==> config.mk <==
export PLATFORM = sky130hd
export DESIGN_NAME = seq_shifter
export DESIGN_NICKNAME = d
export VERILOG_FILES = /design/src/rtl/seq_shifter.sv
export SDC_FILE = /design/constraint.sdc
export NUM_CORES = 1
export LEC_CHECK = 0
export ABC_CLOCK_PERIOD_IN_PS = 1700
export CAP_MARGIN = 20
export CORE_AREA = 8 8 80 82
export CTS_BUF_LIST = sky130_fd_sc_hd__clkbuf_4
export DETAILED_ROUTE_END_ITERATION = 12
export DIE_AREA = 0 0 88 90
export HOLD_SLACK_MARGIN = 0.03
export PLACE_DENSITY = 0.66
export SLEW_MARGIN = 15
export SYNTH_ARGS = -nofsm -noshare
export SYNTH_HDL_FRONTEND = slang
export SYNTH_SLANG_ARGS = --single-unit
export TNS_END_PERCENT = 20
==> constraint.sdc <==
create_clock -name clk -period 1.7 [get_ports clk]
set_input_delay 0.34 -clock clk [delete_from_list [all_inputs] [get_ports clk]]
set_output_delay 0.34 -clock clk [all_outputs]
set_load 0.005 [all_outputs]
==> src/rtl/seq_shifter.sv <==
// Iterative shift/rotate unit: moves one bit position per clock under a
// start/busy/done handshake, for the multi-cycle datapath.
//
// state   | meaning
// --------+---------------------------------------------------------
// S_IDLE  | waiting for start; operands captured on the accepting edge
// S_SHIFT | one bit step per edge until the count reaches zero
// S_DONE  | one-cycle completion pulse, result is valid
module seq_shifter #(
    parameter int WIDTH = 16,
    parameter int AMT_W = 4
) (
    input  logic             clk,
    input  logic             rst_n,
    input  logic             start,
    input  logic [WIDTH-1:0] data_in,
    input  logic [AMT_W-1:0] amount,
    input  logic [1:0]       op,
    output logic             busy,
    output logic             done,
    output logic [WIDTH-1:0] result
);

    typedef enum logic [1:0] {
        S_IDLE  = 2'd0,
        S_SHIFT = 2'd1,
        S_DONE  = 2'd2
    } state_t;

    localparam logic [1:0] OP_SLL = 2'b00;
    localparam logic [1:0] OP_SRL = 2'b01;
    localparam logic [1:0] OP_SRA = 2'b10;
    localparam logic [1:0] OP_ROR = 2'b11;

    state_t           state_q, state_d;
    logic [WIDTH-1:0] sreg_q, sreg_d;
    logic [AMT_W-1:0] cnt_q, cnt_d;
    logic [1:0]       opr_q, opr_d;
    logic [WIDTH-1:0] result_q, result_d;

    function automatic logic [WIDTH-1:0] shift1(input logic [WIDTH-1:0] s,
                                                input logic [1:0] o);
        logic [WIDTH-1:0] r;
        case (o)
            OP_SLL:  r = {s[WIDTH-2:0], 1'b0};
            OP_SRL:  r = {1'b0, s[WIDTH-1:1]};
            OP_SRA:  r = {s[WIDTH-1], s[WIDTH-1:1]};
            OP_ROR:  r = {s[0], s[WIDTH-1:1]};
            default: r = s;
        endcase
        return r;
    endfunction

    always_ff @(posedge clk or negedge rst_n) begin
        if (!rst_n) begin
            state_q  <= S_IDLE;
            sreg_q   <= '0;
            cnt_q    <= '0;
            opr_q    <= '0;
            result_q <= '0;
        end else begin
            state_q  <= state_d;
            sreg_q   <= sreg_d;
            cnt_q    <= cnt_d;
            opr_q    <= opr_d;
            result_q <= result_d;
        end
    end

    always_comb begin
        state_d  = state_q;
        sreg_d   = sreg_q;
        cnt_d    = cnt_q;
        opr_d    = opr_q;
        result_d = result_q;
        case (state_q)
            S_IDLE: begin
                if (start) begin
                    sreg_d  = data_in;
                    cnt_d   = amount;
                    opr_d   = op;
                    state_d = S_SHIFT;
                end
            end
            S_SHIFT: begin
                // The count only decrements while nonzero, so it never wraps.
                if (cnt_q != '0) begin
                    sreg_d = shift1(sreg_q, opr_q);
                    cnt_d  = cnt_q - AMT_W'(1);
                end else begin
                    result_d = sreg_q;
                    state_d  = S_DONE;
                end
            end
            S_DONE: begin
                state_d = S_IDLE;
            end
            default: begin
                state_d = S_IDLE;
            end
        endcase
    end

    always_comb begin
        busy   = 1'b0;
        done   = 1'b0;
        result = result_q;
        case (state_q)
            S_SHIFT: busy = 1'b1;
            S_DONE:  done = 1'b1;
            default: ;
        endcase
    end

endmodule

# ---- Word-level counts from Yosys, hierarchy flattened
# Index checks and enable logic that the tools add are counted.
dict set report classes {
  add_sub_neg 1
  n_mul 0
  div_mod_pow 0
  magnitude_cmp 0
  eq_ne 9
  shift 0
  n_mux 12
  n_bitwise 1
  n_reduce_logical 9
}
# op n
set op_table {}
lappend op_table {{$pmux 16 s4} 1}
lappend op_table {{$mux 16} 2}
lappend op_table {{$pmux 16 s2} 1}
lappend op_table {{$mux 4} 2}
lappend op_table {{$ne 2x2->1 const B} 4}
lappend op_table {{$pmux 4 s2} 1}
lappend op_table {{$eq 2x2->1 const B} 3}
lappend op_table {{$reduce_and 2->1} 3}
lappend op_table {{$eq 2x1->1 const B} 2}
lappend op_table {{$logic_not 2->1} 2}
lappend op_table {{$mux 2} 2}
lappend op_table {{$pmux 2 s2} 1}
lappend op_table {{$reduce_and 4->1} 1}
lappend op_table {{$reduce_bool 4->1} 1}
lappend op_table {{$sub 4x1->4 const B} 1}
lappend op_table {{$reduce_and 3->1} 1}
lappend op_table {{$mux 1} 2}
lappend op_table {{$reduce_bool 2->1} 1}
lappend op_table {{$not 1->1} 1}
dict set report totals {
  regBits 40
  latch_bits 0
  mem_bits_rw 0
  romBits 0
  wordCells 38
  n_memories 0
}

# ---- Depth between registers and ports, before layout
dict set report depth {
  depth_word 4
  mapped_depth 7
}

# ---- Least setup slack after synthesis
# OpenSTA, ideal clock, no wires.
dict set report synth_path {
  path_kind {register to register}
  from {register cnt_q[0]}
  to {register sreg_q[10]}
  arrival_ps 1574
  t_required_ps 1575
  path_slack_ps 1
  stages_incl_launch_ff 7
  n_path_buf 1
  synth_period_minus_slack_ps 1699
  path_cell_list {dfrtp_1 inv_1 ha_1 nor3b_4 a21oi_2 buf_6 mux2_2}
}
dict set report synth_via {
  elab_chain_cells 3
}
# item line_no
set synth_lines {}
lappend synth_lines {{start, declared} 37} ;# logic [AMT_W-1:0] cnt_q, cnt_d;
lappend synth_lines {{start signal, assigned} 64} ;# cnt_q <= cnt_d;
lappend synth_lines {{$reduce_bool 4->1} 87} ;# if (cnt_q != '0) begin
lappend synth_lines {{$ne 2x2->1 (no source line)} --}
lappend synth_lines {{$reduce_and 3->1 (no source line)} --}
lappend synth_lines {{end signal, assigned} 63} ;# sreg_q <= sreg_d;
lappend synth_lines {{end, declared} 36} ;# logic [WIDTH-1:0] sreg_q, sreg_d;
# No other way between the ends.
# A chain may end at the register's enable or synchronous reset.

# ---- Worst setup path in the final report
dict set report layout_path {
  from {register cnt_q[0]}
  to {register sreg_q[14]}
}
# The elaborated chain is that of the path after synthesis.

==> flow_metrics.env <==
export IMPL_cellInternalPower_mw=3.11
export IMPL_crit_chain="inv_2 -> ha_4 -> nor3b_4 -> a21oi_4 -> clkbuf_16 -> mux2_2"
export IMPL_nets=243
export IMPL_wl_met2_um=2020
export IMPL_wl_met1_um=1960
export IMPL_setup_ws_ns=0.0348
export IMPL_power_switching_mw=1.62
export IMPL_start_util=0.375
export IMPL_hold_violations=0
export IMPL_antenna_cells=0
export IMPL_fin_setup_tns_ns=0
export IMPL_reg2reg_slack_ns=0.03
export IMPL_combPwrFrac=0.523
export IMPL_dp_slack_ns=-0.0288
export IMPL_detail_route_wl_per_cell_um=15.0
export IMPL_fill_cells=515
export IMPL_clkSinkCount=40
export IMPL_rsz0062_at_grt="true"
export IMPL_cts_root_buffer="clkbuf_4"
export IMPL_critPathMaxStageDelay_ns=0.39
export IMPL_drv_slew=0
export IMPL_grt_ovfl_total=0
export IMPL_drive_above_1_share=0.286
export IMPL_remaining_drc_errors=0
export IMPL_min_delay_worst_endpoint="cnt_q[0]$_DFFE_PN0P_"
export IMPL_crit_family="flip-flops"
export IMPL_clock_skew_ns=0.0114
export IMPL_synth_largest_area_cell="dfrtp_1"
export IMPL_synth_xor_area_frac=0
export IMPL_synth_top_family_by_area="multiplexers"
export IMPL_grt_pass1_wl_um=7200
export IMPL_synth_seq_area_share=0.510
export IMPL_clk_pin_slew_worst_paths_ns=0.11
export IMPL_status="completed"
export IMPL_ys_ff_latch=40
export IMPL_io_pins=43
export IMPL_clkLatencyLatePin_ns=0.34
export IMPL_first_global_vias=1483
export IMPL_cp_start_kind="flop"
export IMPL_cts_buffers=5
export IMPL_critPathBufInv=2
export IMPL_numPlacedInstances=279
export IMPL_min_path_cells=1
export IMPL_slowest_stage="dfrtp_1"
export IMPL_worstReg2RegEnd="sreg_q[14]$_DFFE_PN0P_"
export IMPL_crit_path_max_fanout=10
export IMPL_max_cap_violations=0
export IMPL_reg2reg_depth=6
export IMPL_p_seq_frac=0.379
export IMPL_r2r_start="cnt_q[0]$_DFFE_PN0P_"
export IMPL_synth_compound_area_frac=0.100
export IMPL_instances_no_fill=289
export IMPL_die_w_um=88
export IMPL_dr_wl_met3_um=269
export IMPL_finalWirelength_um=4330
export IMPL_worstPathRequired_ns=1.93
export IMPL_slew_limit_headroom=0.581
export IMPL_drt_iter0_markers=62
export IMPL_yosys_top_cells_area="dfrtp_1 51%, mux2_2 17%, mux2i_1 7.1%"
export IMPL_drt_first_pass_iters=4
export IMPL_worst_ep_arrival_time_ns=1.90
export IMPL_p_clk_frac=0.098
export IMPL_synthAdderAreaFrac=0.00638
export IMPL_synth_net_count=191
export IMPL_synth_cell_types=34
export IMPL_post_route_min_period_ns=1.67
export IMPL_syn_cell_area_um2=1960
export IMPL_irDropWorstVdd_v=0.000581
export IMPL_area_delta_synth_final_pct=34.5
export IMPL_gp_congestion=0.714
export IMPL_hp_start="cnt_q[0]$_DFFE_PN0P_"
export IMPL_layout_common_cells="39 x dfrtp_1, 39 x clkdlybuf4s50_1, 25 x mux2_2, 20 x nand2_1, 16 x o21ai_0"
export IMPL_postRouteAntennaNets=0
export IMPL_synth_cells=165
export IMPL_clock_path_buffers=2
export IMPL_core_area_um2=5240
export IMPL_final_util=0.504
export IMPL_grt_max_degree=33
export IMPL_hpwl_um=3060
export IMPL_chipHeight_um=90
export IMPL_tightest_slew_ns=0.629
export IMPL_rows=27
export IMPL_fin_crit_sh=0.980
export IMPL_end_kind="flop"
export IMPL_cts_tree="built"
export IMPL_synthMuxAreaShare=0.255
export IMPL_p_per_area_nw_per_um2=1790
export IMPL_antenna_found_initial=0
export IMPL_postSynthAreaPerCell_um2=11.9
export IMPL_yosysWarnings=0
export IMPL_synth_simple_area_share=0.0804
export IMPL_numPortBuffers=42
export IMPL_min_path_type="flop to flop"
export IMPL_fmax_mhz=601
export IMPL_worstSetupPathType="flop to flop"
export IMPL_cts_htree_levels=2
export IMPL_vias_per_cell=4.85
export IMPL_grt_use_total=0.114
export IMPL_dr_max_layer_used="met4"
export IMPL_swShare=0.342
export IMPL_leakagePower_nw=1.16
export IMPL_yosysTopAreaCellShare=0.510
export IMPL_vias=1402
export IMPL_design_die_area_um2=7920
export IMPL_setup_viol=0
kinds of logic after synthesis:
family | Yosys count
buffers and inverters | 14
AO/OA/AOI/OAI | 32
AND/OR/NAND/NOR | 32
adder cells (fa/ha/maj) | 1
multiplexers | 46
flip-flops | 40
per-stage QoR:
step / hold slack [ns] / cell area, um^2 / total power [mW]
after floorplan: 0.0444 / 1960 / 3.24
after global placement: 0.401 / 2480 / 4.00
after detailed placement: 0.399 / 2480 / 4.07
after CTS: 0.486 / 2560 / 4.57
after global routing: 0.535 / 2640 / 5.10
final: 0.498 / 2640 / 4.73
power by group through the flow:
stage / registers (mW) / logic, mW / clock network (mW)
6_report: 1.79 / 2.47 / 0.464
5_1_grt: 1.86 / 2.71 / 0.525
4_1_cts: 1.79 / 2.30 / 0.483
3_5_place_dp: 1.81 / 2.26 / 0
3_3_place_gp: 1.79 / 2.20 / 0
2_1_floorplan: 1.71 / 1.54 / 0
timing repair:
action                                  CTS  global route
gates resized for setup                   4            11
gates cloned                              0             2
pin swaps                                 1             2
endpoints found under the hold margin    26             0
hold buffers                              1             0
buffers inserted                          1             0
endpoints found under the setup margin    3            19
registers in the layout, indices dropped and copies added (netlist names):
signal	cells
result	16
sreg_q	16
cnt_q	4
opr_q	2
state_q	2
final cells by class:
cell class / count / area [um^2] / area share
flip-flops and latches: 40 / 1000 / 0.380
inverters: 5 / 18.8 / 0.00711
multi-input cells: 111 / 912 / 0.346
clock buffers: 6 / 45.0 / 0.0171
clock inverters: 1 / 5.00 / 0.00190
well taps: 72 / 90.1 / 0.0341
repair buffers: 54 / 566 / 0.214
layer usage:
metal,vias to the layer above,GRT usage
met2,32,0.164
met4,0,0.0574
met3,8,0.0446
li1,679,-
met5,-,0
met1,683,0.143
cell usage after synthesis, drive strengths merged:
| library cell | n |
|---|---|
| a2bb2oi | 1 |
| or3 | 1 |
| o21bai | 1 |
| a31oi | 1 |
| o211ai | 1 |
| nand2 | 21 |
| a21oi | 4 |
| mux2 | 32 |
| clkbuf | 3 |
| dfrtp | 40 |
| ha | 1 |
| o21a | 1 |
| inv | 5 |
| mux2i | 14 |
| nor2b | 1 |
| a311oi | 1 |
| a31o | 1 |
| o22ai | 1 |
| a22oi | 1 |
| nand3 | 1 |
| o21ai | 18 |
| nor3b | 2 |
| nand2b | 1 |
| buf | 6 |
| nor2 | 5 |
| a21o | 1 |
worst max path at each step:
| stage | start | end | slack [ns] | cells after the start |
|---|---|---|---|---|
| final | cnt_q[0]$_DFFE_PN0P_ | sreg_q[14]$_DFFE_PN0P_ | 0.03 | 6 |
| after global routing | cnt_q[0]$_DFFE_PN0P_ | sreg_q[12]$_DFFE_PN0P_ | -0.04 | 6 |
| after CTS | cnt_q[0]$_DFFE_PN0P_ | cnt_q[1]$_DFFE_PN0P_ | 0.004 | 8 |
| after detailed placement | start | sreg_q[8]$_DFFE_PN0P_ | -0.03 | 5 |
| after global placement | start | sreg_q[7]$_DFFE_PN0P_ | -0.02 | 5 |
| after floorplan | cnt_q[0]$_DFFE_PN0P_ | sreg_q[10]$_DFFE_PN0P_ | 0.001 | 6 |
Note: power is estimated with default switching activity, not from simulation.
==> variant, RTL diff (same settings) <==
Take the reset off `result_q` and load it in a clocked block of its own.
--- a/src/rtl/seq_shifter.sv
+++ b/src/rtl/seq_shifter.sv
@@ -58,5 +58,4 @@
             cnt_q    <= '0;
             opr_q    <= '0;
-            result_q <= '0;
         end else begin
             state_q  <= state_d;
@@ -64,6 +63,9 @@
             cnt_q    <= cnt_d;
             opr_q    <= opr_d;
-            result_q <= result_d;
         end
+    end
+
+    always_ff @(posedge clk) begin
+        result_q <= result_d;
     end
 
Behaviour: differs if rst_n is asserted again (counterexample within 4 cycles, from zero or initial values and one cycle with rst_n low); with rst_n held inactive, the same outputs for 10 cycles.
==> variant against the original RTL <==
- area after synthesis is 6.1% lower
- worst setup slack improved by 0.039 ns
- worst hold slack worse by 0.16 ns
- power shrank 6.8%
- sequential power down 3%
- sequential cell count is the same
- final area shrank 5.1%
- routed wire length down 8.6%
==> variant: results (changes against the original RTL) <==
outcome:
  outcome: "finished, final reports clean"  # unchanged
drt:
  drtIter0Drc: 114  # was 62
  via_per_inst: 4.698  # was 4.851
  routed_wl_um: 3960  # was 4334 um
clocking:
  path_clk_slew_ns: 0.12
  htreeDepth: 2  # unchanged
  cts.path.max_buffers: 2  # unchanged
worst_setup_path:
  reg2reg_slack_ns: 0.07  # was 0.03 ns
  worstPathMaxFanout: 3  # was 10
  cp-startpoint: "cnt_q[0]"  # unchanged
  critPathCapture: "sreg_q[15]"  # was sreg_q[14]
  r2r.worst_path.cells: 6  # unchanged
place:
  place_hpwl_um: 2759  # was 3060 um
  pre_cts_slack_ns: -0.01259  # was -0.02878 ns
  place.gp.congestion: 0.7705  # was 0.7140
power_and_ir_drop:
  power.internal_uw: 2861  # was 3111 uW
  pwr-share-clk: 0.136  # was 0.098
  p_leak_uw: 0.001013  # was 0.001163 uW
  vdd_ir_drop_max_uv: 865.8  # was 580.9 uV
  powerSeq_uw: 1730  # was 1790 uW
timing:
  fin_hold_ws_ns: 0.3389  # was 0.4983 ns
  tightest_slew_ns: 0.3254  # was 0.6287 ns
  fin_worst_skew_ns: 0.004698  # was 0.01135 ns
  period_minus_slack_ns: 1.626  # was 1.665 ns
synth:
  ys_seq_area_frac: 0.5866  # was 0.5102
  yosys_warnings: 0  # unchanged
  async_flop_share: 0.6000  # was 1.000
  synth.top_cells.by_area: "dfrtp_1 (33%), edfxtp_1 (26%), mux2i_1 (8.1%)"  # was dfrtp_1 (51%), mux2_2 (17%), mux2i_1 (7.1%)
  synthTopCellsByCount: "dfrtp_1 (24), nand2_1 (19), edfxtp_1 (16)"  # was dfrtp_1 (40), mux2_2 (30), nand2_1 (20)
  yosysUniqueCellTypes: 36  # was 34
  synth_edf_count: 16  # was 0
  syn_nets: 174  # was 191
finish:
  drive_above_1_share: 0.1626  # was 0.2857
  nNetsFinal: 228  # was 243
global_route:
  grt_max_degree: 35  # was 33
  grt_pass1_wl_um: 6637  # was 7196 um
  grt_pass1_vias: 1370  # was 1483
  gr-usage-all-layers: 0.1067  # was 0.1143
  antenna_found_initial: 0  # unchanged
hold_path:
  hold_class: "in2async"  # was reg2reg
-- variant: cell count changes in the layout (fill, tap and decap cells not counted), sizes merged, moves of 2 or more --
cell,unedited run,this run
dfrtp,40,24
edfxtp,0,16
mux2,32,16
buf,10,13
clkbuf,8,5
and2,0,2
nand2,21,19
-- variant: cell families (layout without fill, tap and decap cells) --
logic type | after synthesis | after routing | synth area share
mux | 31 | 31 | 0.1792
flops | 40 | 40 | 0.5866
fa+ha+maj | 1 | 1 | 0.006788
compound gates | 31 | 31 | 0.09913
buf+inv | 12 | 67 | 0.04073
simple gates | 33 | 33 | 0.08758
-- variant: layer usage --
metal,track usage,vias up,wire [um]
met1,0.1222,612,1640
met3,0.04550,2,300
met4,0.03443,0,13
li1,-,640,-
met2,0.1726,38,2005
met5,0,-,0
-- variant: timing repair --
item	CTS	global route
endpoints found under the hold margin	0	0
pin swaps	0	1
resized for setup	3	3
endpoints found under the setup margin	3	17
hold buffers	0	0
setup buffers	2	1
gates cloned	0	0
-- variant: area by class of cell --
class	instances	area (um^2)
Fill cell	491	2733
Sequential cell	40	1081
Multi-Input combinational cell	96	701.9
Timing Repair Buffer	55	540.5
Tap cell	72	90.09
Clock buffer	5	37.54
Clock inverter	3	37.54
Inverter	4	15.01
-- variant: metrics by stage --
step | power (uW) | util | std cells | instance area [um^2]
final | 4407 | 0.4781 | 275 | 2504
after global routing | 4757 | 0.4781 | 275 | 2504
after CTS | 4407 | 0.4750 | 274 | 2487
after detailed placement | 3765 | 0.4571 | 264 | 2394
after global placement | 3705 | 0.4571 | 264 | 2394
after floorplan | 3141 | - | 148 | 1843
-- variant: critical path: stages (launching register included) --
cell and delay, ns:
dfrtp_1 0.41, inv_2 0.05, ha_2 0.18, nor3b_4 0.16
and2_4 0.17, a311oi_2 0.20, mux2_1 0.34
